`config.mk`:
```
export PLATFORM = sky130hd
export DESIGN_NAME = gl_tri_fifo
export DESIGN_NICKNAME = d
export VERILOG_FILES = /design/src/rtl/gl_tri_fifo.sv
export SDC_FILE = /design/constraint.sdc
export NUM_CORES = 1
export LEC_CHECK = 0
export CAP_MARGIN = 40
export CORE_UTILIZATION = 50
export CTS_CLUSTER_DIAMETER = 50
export DETAILED_ROUTE_END_ITERATION = 8
export PLACE_DENSITY = 0.7
export SYNTH_ARGS = -nofsm -noshare
export SYNTH_HDL_FRONTEND = slang
export SYNTH_SLANG_ARGS = --single-unit
```
`constraint.sdc`:
```
create_clock -name clk -period 23.6 [get_ports clk]
set_input_delay 2.36 -clock clk [delete_from_list [all_inputs] [get_ports clk]]
set_output_delay 2.36 -clock clk [all_outputs]
set_load 0.02 [all_outputs]
```
`src/rtl/gl_tri_fifo.sv`:
```
// gl_tri_fifo: triangle assembly and buffering stage that feeds the rasterizer.
//
// Groups incoming 96-bit vertices into 288-bit triangles, queues them in a
// circular buffer of 2^DEPTH_LOG2 entries, and issues the head triangle to the
// rasterizer one at a time. After an issue pulse, nothing else is issued until
// the rasterizer signals completion with a rising edge on raster_ready.
//
// Optional feature: define TRI_STRIP_EN for triangle-strip assembly. Every
// vertex after the first two of a strip then emits a triangle. Odd strip
// triangles swap their first two vertices so the winding stays consistent.
// When the macro is undefined, the block assembles independent triangle lists.
//
// Ports:
//   clk, rst_n          clock, asynchronous active-low reset
//   vtx_valid/ready     vertex handshake; vtx_ready = buffer not full
//   vtx_data[95:0]      vertex {x, y, z}, passed through untouched
//   vtx_restart         starts a new triangle (or strip) with this vertex
//   fifo_ready          one-cycle issue pulse for the head triangle
//   fifo_in1..3[95:0]   head triangle vertices (0 when buffer empty)
//   raster_ready        completion from the rasterizer (rising edge pops)
//   tri_count           triangles stored, including the one in flight
//   busy                a triangle is issued and not yet completed
module gl_tri_fifo #(
  parameter int DEPTH_LOG2 = 2
) (
  input  logic                  clk,
  input  logic                  rst_n,
  input  logic                  vtx_valid,
  output logic                  vtx_ready,
  input  logic [95:0]           vtx_data,
  input  logic                  vtx_restart,
  output logic                  fifo_ready,
  output logic [95:0]           fifo_in1,
  output logic [95:0]           fifo_in2,
  output logic [95:0]           fifo_in3,
  input  logic                  raster_ready,
  output logic [DEPTH_LOG2:0]   tri_count,
  output logic                  busy
);

  localparam int DEPTH = 1 << DEPTH_LOG2;
  localparam int CNT_W = DEPTH_LOG2 + 1;
  localparam logic [CNT_W-1:0]      FULL_CNT = CNT_W'(DEPTH);
  localparam logic [CNT_W-1:0]      CNT_ONE  = CNT_W'(1);
  localparam logic [DEPTH_LOG2-1:0] PTR_ONE  = DEPTH_LOG2'(1);

  typedef struct packed {
    logic [95:0] v0;
    logic [95:0] v1;
    logic [95:0] v2;
  } tri_t;

  typedef enum logic {S_IDLE, S_WAIT} state_t;

  tri_t                  mem [DEPTH];
  tri_t                  wr_tri;
  tri_t                  head;
  logic [DEPTH_LOG2-1:0] wr_ptr, rd_ptr;
  logic [1:0]            idx;
  logic [1:0]            idx_eff;
  logic [95:0]           v0, v1;
  logic                  vtx_acc, wr_en, pop;
  logic                  raster_ready_q;
  state_t                state;

  // A full buffer stalls every vertex, including the first two of a triangle,
  // so a completed triangle always has a free slot.
  assign vtx_ready = (tri_count != FULL_CNT);
  assign vtx_acc   = vtx_valid && vtx_ready;
  // A restart vertex always behaves as the first vertex, whatever was held.
  assign idx_eff   = vtx_restart ? 2'd0 : idx;
  assign wr_en     = vtx_acc && idx_eff[1];
  assign pop       = (state == S_WAIT) && raster_ready && !raster_ready_q;
  assign busy      = (state == S_WAIT);

`ifdef TRI_STRIP_EN
  logic odd;
  // v0/v1 hold the two previous strip vertices in arrival order.
  assign wr_tri = odd ? {v1, v0, vtx_data} : {v0, v1, vtx_data};
`else
  assign wr_tri = {v0, v1, vtx_data};
`endif

  always_ff @(posedge clk or negedge rst_n) begin : assemble
    if (!rst_n) begin
      wr_ptr <= '0;
      idx    <= 2'd0;
      v0     <= '0;
      v1     <= '0;
`ifdef TRI_STRIP_EN
      odd    <= 1'b0;
`endif
    end else if (vtx_acc) begin
      case (idx_eff)
        2'd0: begin
          v0  <= vtx_data;
          idx <= 2'd1;
`ifdef TRI_STRIP_EN
          odd <= 1'b0;
`endif
        end
        2'd1: begin
          v1  <= vtx_data;
          idx <= 2'd2;
        end
        default: begin
          wr_ptr <= wr_ptr + PTR_ONE;
`ifdef TRI_STRIP_EN
          // Slide the window; idx stays at 2 so each new vertex emits.
          v0  <= v1;
          v1  <= vtx_data;
          odd <= ~odd;
`else
          idx <= 2'd0;
`endif
        end
      endcase
    end
  end

  // Triangle storage carries no reset; contents are only observed while
  // tri_count says the entry is live.
  always_ff @(posedge clk) begin : store
    if (wr_en) mem[wr_ptr] <= wr_tri;
  end

  assign head     = mem[rd_ptr];
  assign fifo_in1 = (tri_count != '0) ? head.v0 : '0;
  assign fifo_in2 = (tri_count != '0) ? head.v1 : '0;
  assign fifo_in3 = (tri_count != '0) ? head.v2 : '0;

  always_ff @(posedge clk or negedge rst_n) begin : issue_fsm
    if (!rst_n) begin
      state          <= S_IDLE;
      rd_ptr         <= '0;
      tri_count      <= '0;
      raster_ready_q <= 1'b0;
      fifo_ready     <= 1'b0;
    end else begin
      // The previous level is tracked continuously, so an edge that occurred
      // while idle cannot pop a triangle issued later.
      raster_ready_q <= raster_ready;
      fifo_ready     <= 1'b0;
      case ({wr_en, pop})
        2'b10:   tri_count <= tri_count + CNT_ONE;
        2'b01:   tri_count <= tri_count - CNT_ONE;
        default: ;
      endcase
      case (state)
        S_IDLE: begin
          // Include a write on this edge, so a triangle completed into an
          // empty buffer is issued on the very next cycle.
          if (tri_count != '0 || wr_en) begin
            fifo_ready <= 1'b1;
            state      <= S_WAIT;
          end
        end
        S_WAIT: begin
          if (pop) begin
            rd_ptr <= rd_ptr + PTR_ONE;
            state  <= S_IDLE;
          end
        end
        default: state <= S_IDLE;
      endcase
    end
  end

endmodule

```
==> results.py, run 1 <==
metrics = {
    "timing": {
        "fin_hold_ws_ns": 0.491,
        "tns_ns": 0,
        "finalSetupViolCount": 0,
        "fin_crit_ns": 6.99,
        "clock.fmax_mhz": 143,
        "worst_pin_slew_ns": 1.18,
        "hold_violations": 0,
        "fin_crit_sh": 0.296,
        "rsz0062_at_grt": "false",
        "maxSlewViolCount": 0,
        "finClkSkew_ns": 0.0285,
        "slew_headroom": 0.212,
    },
    "cts": {
        "postCtsSetupRepairBufs": 0,
        "cts_inserted_buffers": 140,
        "root_buffer": "clkbuf_16",
        "cts.sinks": 1356,
        "clk_pin_slew_ns": 0.06,
        "cts_resized": 0,
        "clk_latency_ns": 0.73,
        "cts_buffer_depth": 3,
        "cts_max_level": 4,
        "cts_hold_buf": 0,
        "cts_tree": "yes",
    },
    "worst_setup_path": {
        "crit_fanout": 95,
        "startpoint_type": "flop",
        "worst_ep_required_time_ns": 21.24,
        "critical_path_class": "flop to output pin",
        "crit_path_end_kind": "output pin",
        "r2r_cells": 6,
        "arrival_ns": 4.63,
    },
    "grt": {
        "grt_pass1_vias": 25400,
        "antenna_found_initial": 1,
        "grt_max_degree": 153,
        "track_usage": 0.208,
        "grt_pass1_wl_um": 159000,
        "grt_overflow": 0,
    },
    "detailed_routing": {
        "ant_nets": 0,
        "vias": 23500,
        "firstDrtPassIters": 7,
        "drtIter0Drc": 1881,
        "wl_per_cell_um": 24.9,
        "drt_wl_total_um": 105000,
        "drc": 0,
        "vias_per_cell": 5.58,
    },
    "layout": {
        "nets": 2854,
        "final_layout_size_suffix_gt1_frac": 0.239,
        "syn_to_final_growth_pct": 20.3,
        "mostFrequentLayoutCell": "edfxtp_1",
        "final_cell_mix": "1152 x edfxtp_1, 393 x clkdlybuf4s50_1, 288 x mux4_2, 288 x nor2b_1, 202 x dfrtp_1",
    },
    "power": {
        "p_total_mw": 8.15,
        "p_leak_nw": 20.5,
        "ir_drop_v": 0.000114,
        "p_per_area_nw_per_um2": 133,
    },
    "synth": {
        "synth-seq-cells": 1356,
        "ys.flop_type": "edfxtp_1",
        "seq_area_frac_synth": 0.777,
        "syn_inst": 2283,
        "yosys_warnings": 0,
        "netlist_area_sq_um": 51100,
        "synthArstFlopShare": 0.150,
        "synth-edff-count": 1152,
        "syn-num-nets": 2390,
        "yosysUniqueCellTypes": 31,
        "avgSynthCellArea_sq_um": 22.4,
    },
    "min_path": {
        "hp-class": "flop to flop",
        "whs_path_depth": 0,
    },
    "floorplanning": {
        "rows": 116,
        "die_x_um": 322,
        "boundaryPins": 395,
        "start_util": 0.508,
        "die_area_sq_um": 104000,
        "die_h_um": 322,
        "coreArea_sq_um": 101000,
    },
    "run_status": {
        "status": "completed",
    },
    "placed_design": {
        "gp_congestion": 0.731,
        "io_buffers": 394,
        "place_hpwl_um": 59400,
    },
    "job": {
        "cap_violations": 0,
    },
}
==> sequential cells by signal, indices dropped and copies added, names as in the netlist <==
name	flops
v0	96
wr_ptr	2
v1	96
raster_ready_q	1
busy	1
tri_count	3
mem	1152
idx	2
fifo_ready	1
rd_ptr	2
==> report_power, final <==
part	switching, mW	internal (mW)
clock	0.886	1.30
sequential	0.256	3.07
combinational	1.34	1.31
==> cell usage after synthesis, types with 2 or more instances <==
library cell,count,share of area
mux2_2,135,0.030
buf_1,8,0.00059
and2_1,4,0.00049
nor2_1,3,0.00022
dfrtp_1,204,0.10
ha_1,5,0.0012
buf_6,5,0.0011
nand2_1,2,0.00015
xor2_1,3,0.00051
xnor2_1,3,0.00051
mux4_2,288,0.13
mux2_1,58,0.013
buf_4,18,0.0026
buf_8,3,0.00088
inv_1,7,0.00051
nor2b_1,288,0.035
edfxtp_1,1152,0.68
clkbuf_1,39,0.0029
buf_2,46,0.0045
==> worst paths after layout <==
| check | start | endpoint | slack [ns] |
|---|---|---|---|
| worst max-delay path | rd_ptr[0]$_DFFE_PN0P_ | fifo_in3[42] | 16.61 |
| worst min-delay path | v1[75]$_DFFE_PN0P_ | mem[2][171]$_DFFE_PP_ | 0.49 |
| worst max register to register | tri_count[2]$_DFFE_PN0P_ | mem[0][163]$_DFFE_PP_ | 19.80 |
| worst min register to register | v1[75]$_DFFE_PN0P_ | mem[2][171]$_DFFE_PP_ | 0.49 |
| max in group asynchronous | rst_n | v1[57]$_DFFE_PN0P_ | 20.15 |
| min in group asynchronous | rst_n | v1[90]$_DFFE_PN0P_ | 1.62 |
==> critical path, cell delays in order (launching register included) <==
cell and delay [ns]:
dfrtp_4 0.74, buf_12 0.30, buf_4 0.44, buf_12 0.27, buf_12 0.51, mux4_2 0.65
nor2b_1 0.15, clkdlybuf4s50_1 0.58
==> routing by layer <==
metal | track usage | part of all wire
met5 | 0 | 0
met4 | 0.0632 | 0.022
met3 | 0.0382 | 0.051
met2 | 0.348 | 0.51
met1 | 0.279 | 0.41
==> per-stage QoR <==
step	instances	area (sq um)	utilization	worst slack, ns
3_5_place_dp	3962	56900	0.565	17.21
2_1_floorplan	2283	51100	-	13.64
5_1_grt	4220	61500	0.611	16.23
4_1_cts	4219	61500	0.610	16.39
6_report	4220	61500	0.611	16.61
3_3_place_gp	3945	56500	0.560	16.82
==> kinds of logic (layout without fill, tap and decap cells) <==
logic type | Yosys count | in the layout | synth area share
buffers and inverters | 126 | 705 | 0.0131
AOI/OAI and AO/OA | 5 | 5 | 0.00103
DFF | 1356 | 1356 | 0.777
adders and majority gates | 6 | 6 | 0.00162
xor gates and xnor gates | 6 | 6 | 0.00103
muxes | 482 | 482 | 0.170
and+or+nand+nor | 302 | 302 | 0.0372
other | 0 | 1 | 0
==> final cells by class <==
| type | instances | area (sq um) |
|---|---|---|
| Clock inverter | 69 | 738 |
| Tap cell | 1357 | 1700 |
| Sequential cell | 1356 | 39700 |
| Inverter | 7 | 26.3 |
| Multi-Input combinational cell | 801 | 10800 |
| Fill cell | 7000 | 39200 |
| Timing Repair Buffer | 441 | 4690 |
| Antenna cell | 1 | 2.50 |
| Clock buffer | 188 | 3860 |
No activity file was read; power rests on OpenSTA's default activity.
==> run 2, diff against run 1 <==
==> constraint.sdc (replaced) <==
create_clock -name clk -period 7.2 [get_ports clk]
set_input_delay 0.72 -clock clk [delete_from_list [all_inputs] [get_ports clk]]
set_output_delay 0.72 -clock clk [all_outputs]
set_load 0.02 [all_outputs]
==> results.py, run 2 (synthesis gave the netlist of run 1 again) <==
metrics = {
    "run_status": {
        "status": "completed",
    },
    "detailed_routing": {
        "ant_nets": 0,
        "firstDrtPassIters": 4,
        "drc": 0,
        "drtIter0Drc": 1845,
        "drt_wl_total_um": 104000,
        "vias": 23600,
        "wl_per_cell_um": 24.7,
        "vias_per_cell": 5.59,
    },
    "worst_setup_path": {
        "rrSetupSlack_ns": 4.03,
        "critical_path_class": "flop to output pin",
        "r2r-start": "tri_count[0]$_DFFE_PN0P_",
        "slowest_stage": "dfrtp_4",
        "crit_fanout": 124,
        "r2r_end": "mem[0][249]$_DFFE_PP_",
        "slowest_delay_ns": 0.99,
        "r2r_cells": 5,
        "arrival_ns": 3.94,
        "crit_buf_inv": 2,
        "startpoint_type": "flop",
        "cp_cell_sequence": "buf_12, mux4_2, nor2b_1, clkdlybuf4s50_1",
        "crit_path_end_kind": "output pin",
        "worst_ep_required_time_ns": 6.48,
        "crit_family": "buffers and inverters",
    },
    "cts": {
        "cts_resized": 0,
        "cts.sinks": 1356,
        "clk_pin_slew_ns": 0.06,
        "cts_buffer_depth": 3,
        "cts_max_level": 4,
        "clk_latency_ns": 0.75,
        "cts_tree": "yes",
        "root_buffer": "clkbuf_16",
        "cts_hold_buf": 1,
        "postCtsSetupRepairBufs": 0,
        "cts_inserted_buffers": 145,
    },
    "floorplanning": {
        "start_util": 0.508,
        "coreArea_sq_um": 101000,
        "die_h_um": 322,
        "die_area_sq_um": 104000,
        "rows": 116,
        "boundaryPins": 395,
        "die_x_um": 322,
    },
    "layout": {
        "max_flop_register": "mem",
        "final_core_util": 0.611,
        "final_layout_size_suffix_gt1_frac": 0.242,
        "mostFrequentLayoutCell": "edfxtp_1",
        "largest_reg_flops": 1152,
        "fillers": 7002,
        "syn_to_final_growth_pct": 20.4,
        "top_regs": "mem (1152), v0 (96), v1 (96)",
        "nets": 2844,
        "final_cell_mix": "1152 x edfxtp_1, 393 x clkdlybuf4s50_1, 288 x mux4_2, 288 x nor2b_1, 202 x dfrtp_1",
    },
    "grt": {
        "grt_pass1_wl_um": 158000,
        "grt_use_met1": 0.278,
        "antenna_found_initial": 9,
        "grt_pass1_vias": 25000,
        "grt_overflow": 0,
        "gr-usage-met2": 0.337,
        "busiest_layer": "met2",
        "grt.met3_usage": 0.0412,
        "track_usage": 0.206,
        "grt_max_degree": 154,
    },
    "min_path": {
        "hp-class": "input pin to flop",
        "min-delay-start": "raster_ready",
        "whs_path_depth": 1,
        "hold-path-endpoint": "raster_ready_q$_DFF_PN0_",
    },
    "timing": {
        "worst_pin_slew_ns": 1.20,
        "clock.fmax_mhz": 214,
        "fin_crit_ns": 4.66,
        "worst_slack_ns": 2.54,
        "maxSlewViolCount": 0,
        "rsz0062_at_grt": "false",
        "fin_crit_sh": 0.648,
        "slew_headroom": 0.199,
        "finClkSkew_ns": 0.0304,
        "tns_ns": 0,
        "hold_violations": 0,
        "finalSetupViolCount": 0,
        "fin_hold_ws_ns": 0.467,
    },
    "power": {
        "p_per_area_nw_per_um2": 437,
        "p_leak_nw": 20.5,
        "ir_drop_v": 0.000628,
    },
    "placed_design": {
        "gp_congestion": 0.732,
        "pre_cts_slack_ns": 3.37,
        "io_buffers": 394,
        "place_hpwl_um": 56500,
    },
    "job": {
        "cap_violations": 0,
    },
}
run 2: cell count changes in the layout (fill, tap and decap cells not counted), sizes merged, moves of 3 or more:
cell | before | now
bufinv | 13 | 10
buf | 48 | 32
diode | 1 | 4
clkbuf | 188 | 194
clkinvlp | 6 | 10
inv | 14 | 18
run 2: layout make-up:
type                            count  area, sq um  share of cell area
Antenna cell                        4         10.0            0.000163
Clock buffer                      194         4050              0.0658
Clock inverter                     75          793              0.0129
Inverter                            7         26.3            0.000427
Multi-Input combinational cell    801        10800               0.175
Sequential cell                  1356        39700               0.645
Tap cell                         1357         1700              0.0276
Timing Repair Buffer              426         4480              0.0729
run 2: how the worst max path moves through the flow:
stage | end | cells after the start | slack, ns | startpoint
2_1_floorplan | mem[0][0]$_DFFE_PP_ | 5 | 2.05 | tri_count[2]$_DFFE_PN0P_
3_3_place_gp | fifo_in1[66] | 4 | 3.20 | rd_ptr[0]$_DFFE_PN0P_
3_5_place_dp | fifo_in2[73] | 4 | 3.37 | rd_ptr[1]$_DFFE_PN0P_
4_1_cts | fifo_in3[1] | 4 | 2.53 | rd_ptr[1]$_DFFE_PN0P_
5_1_grt | fifo_in1[22] | 4 | 2.42 | rd_ptr[1]$_DFFE_PN0P_
6_report | fifo_in1[22] | 4 | 2.54 | rd_ptr[1]$_DFFE_PN0P_
run 2: routing by layer:
metal  share of wire  vias up
met1            0.41    12600
met5         0.00044        -
met3           0.054      172
met4           0.026        6
met2            0.51      668
li1                -    10100
run 2: per-stage QoR:
step	cells	power [mW]	area, sq um
2_1_floorplan	2283	16.0	51100
3_3_place_gp	3939	19.6	56500
3_5_place_dp	3946	19.8	56700
4_1_cts	4216	27.2	61500
5_1_grt	4219	28.0	61500
6_report	4220	26.9	61500
run 2: power breakdown:
group          internal [mW]  total (mW)  switching [mW]
Combinational           4.27        8.62            4.36
Clock                   4.36        7.37            3.01
Sequential              10.1        10.9           0.822
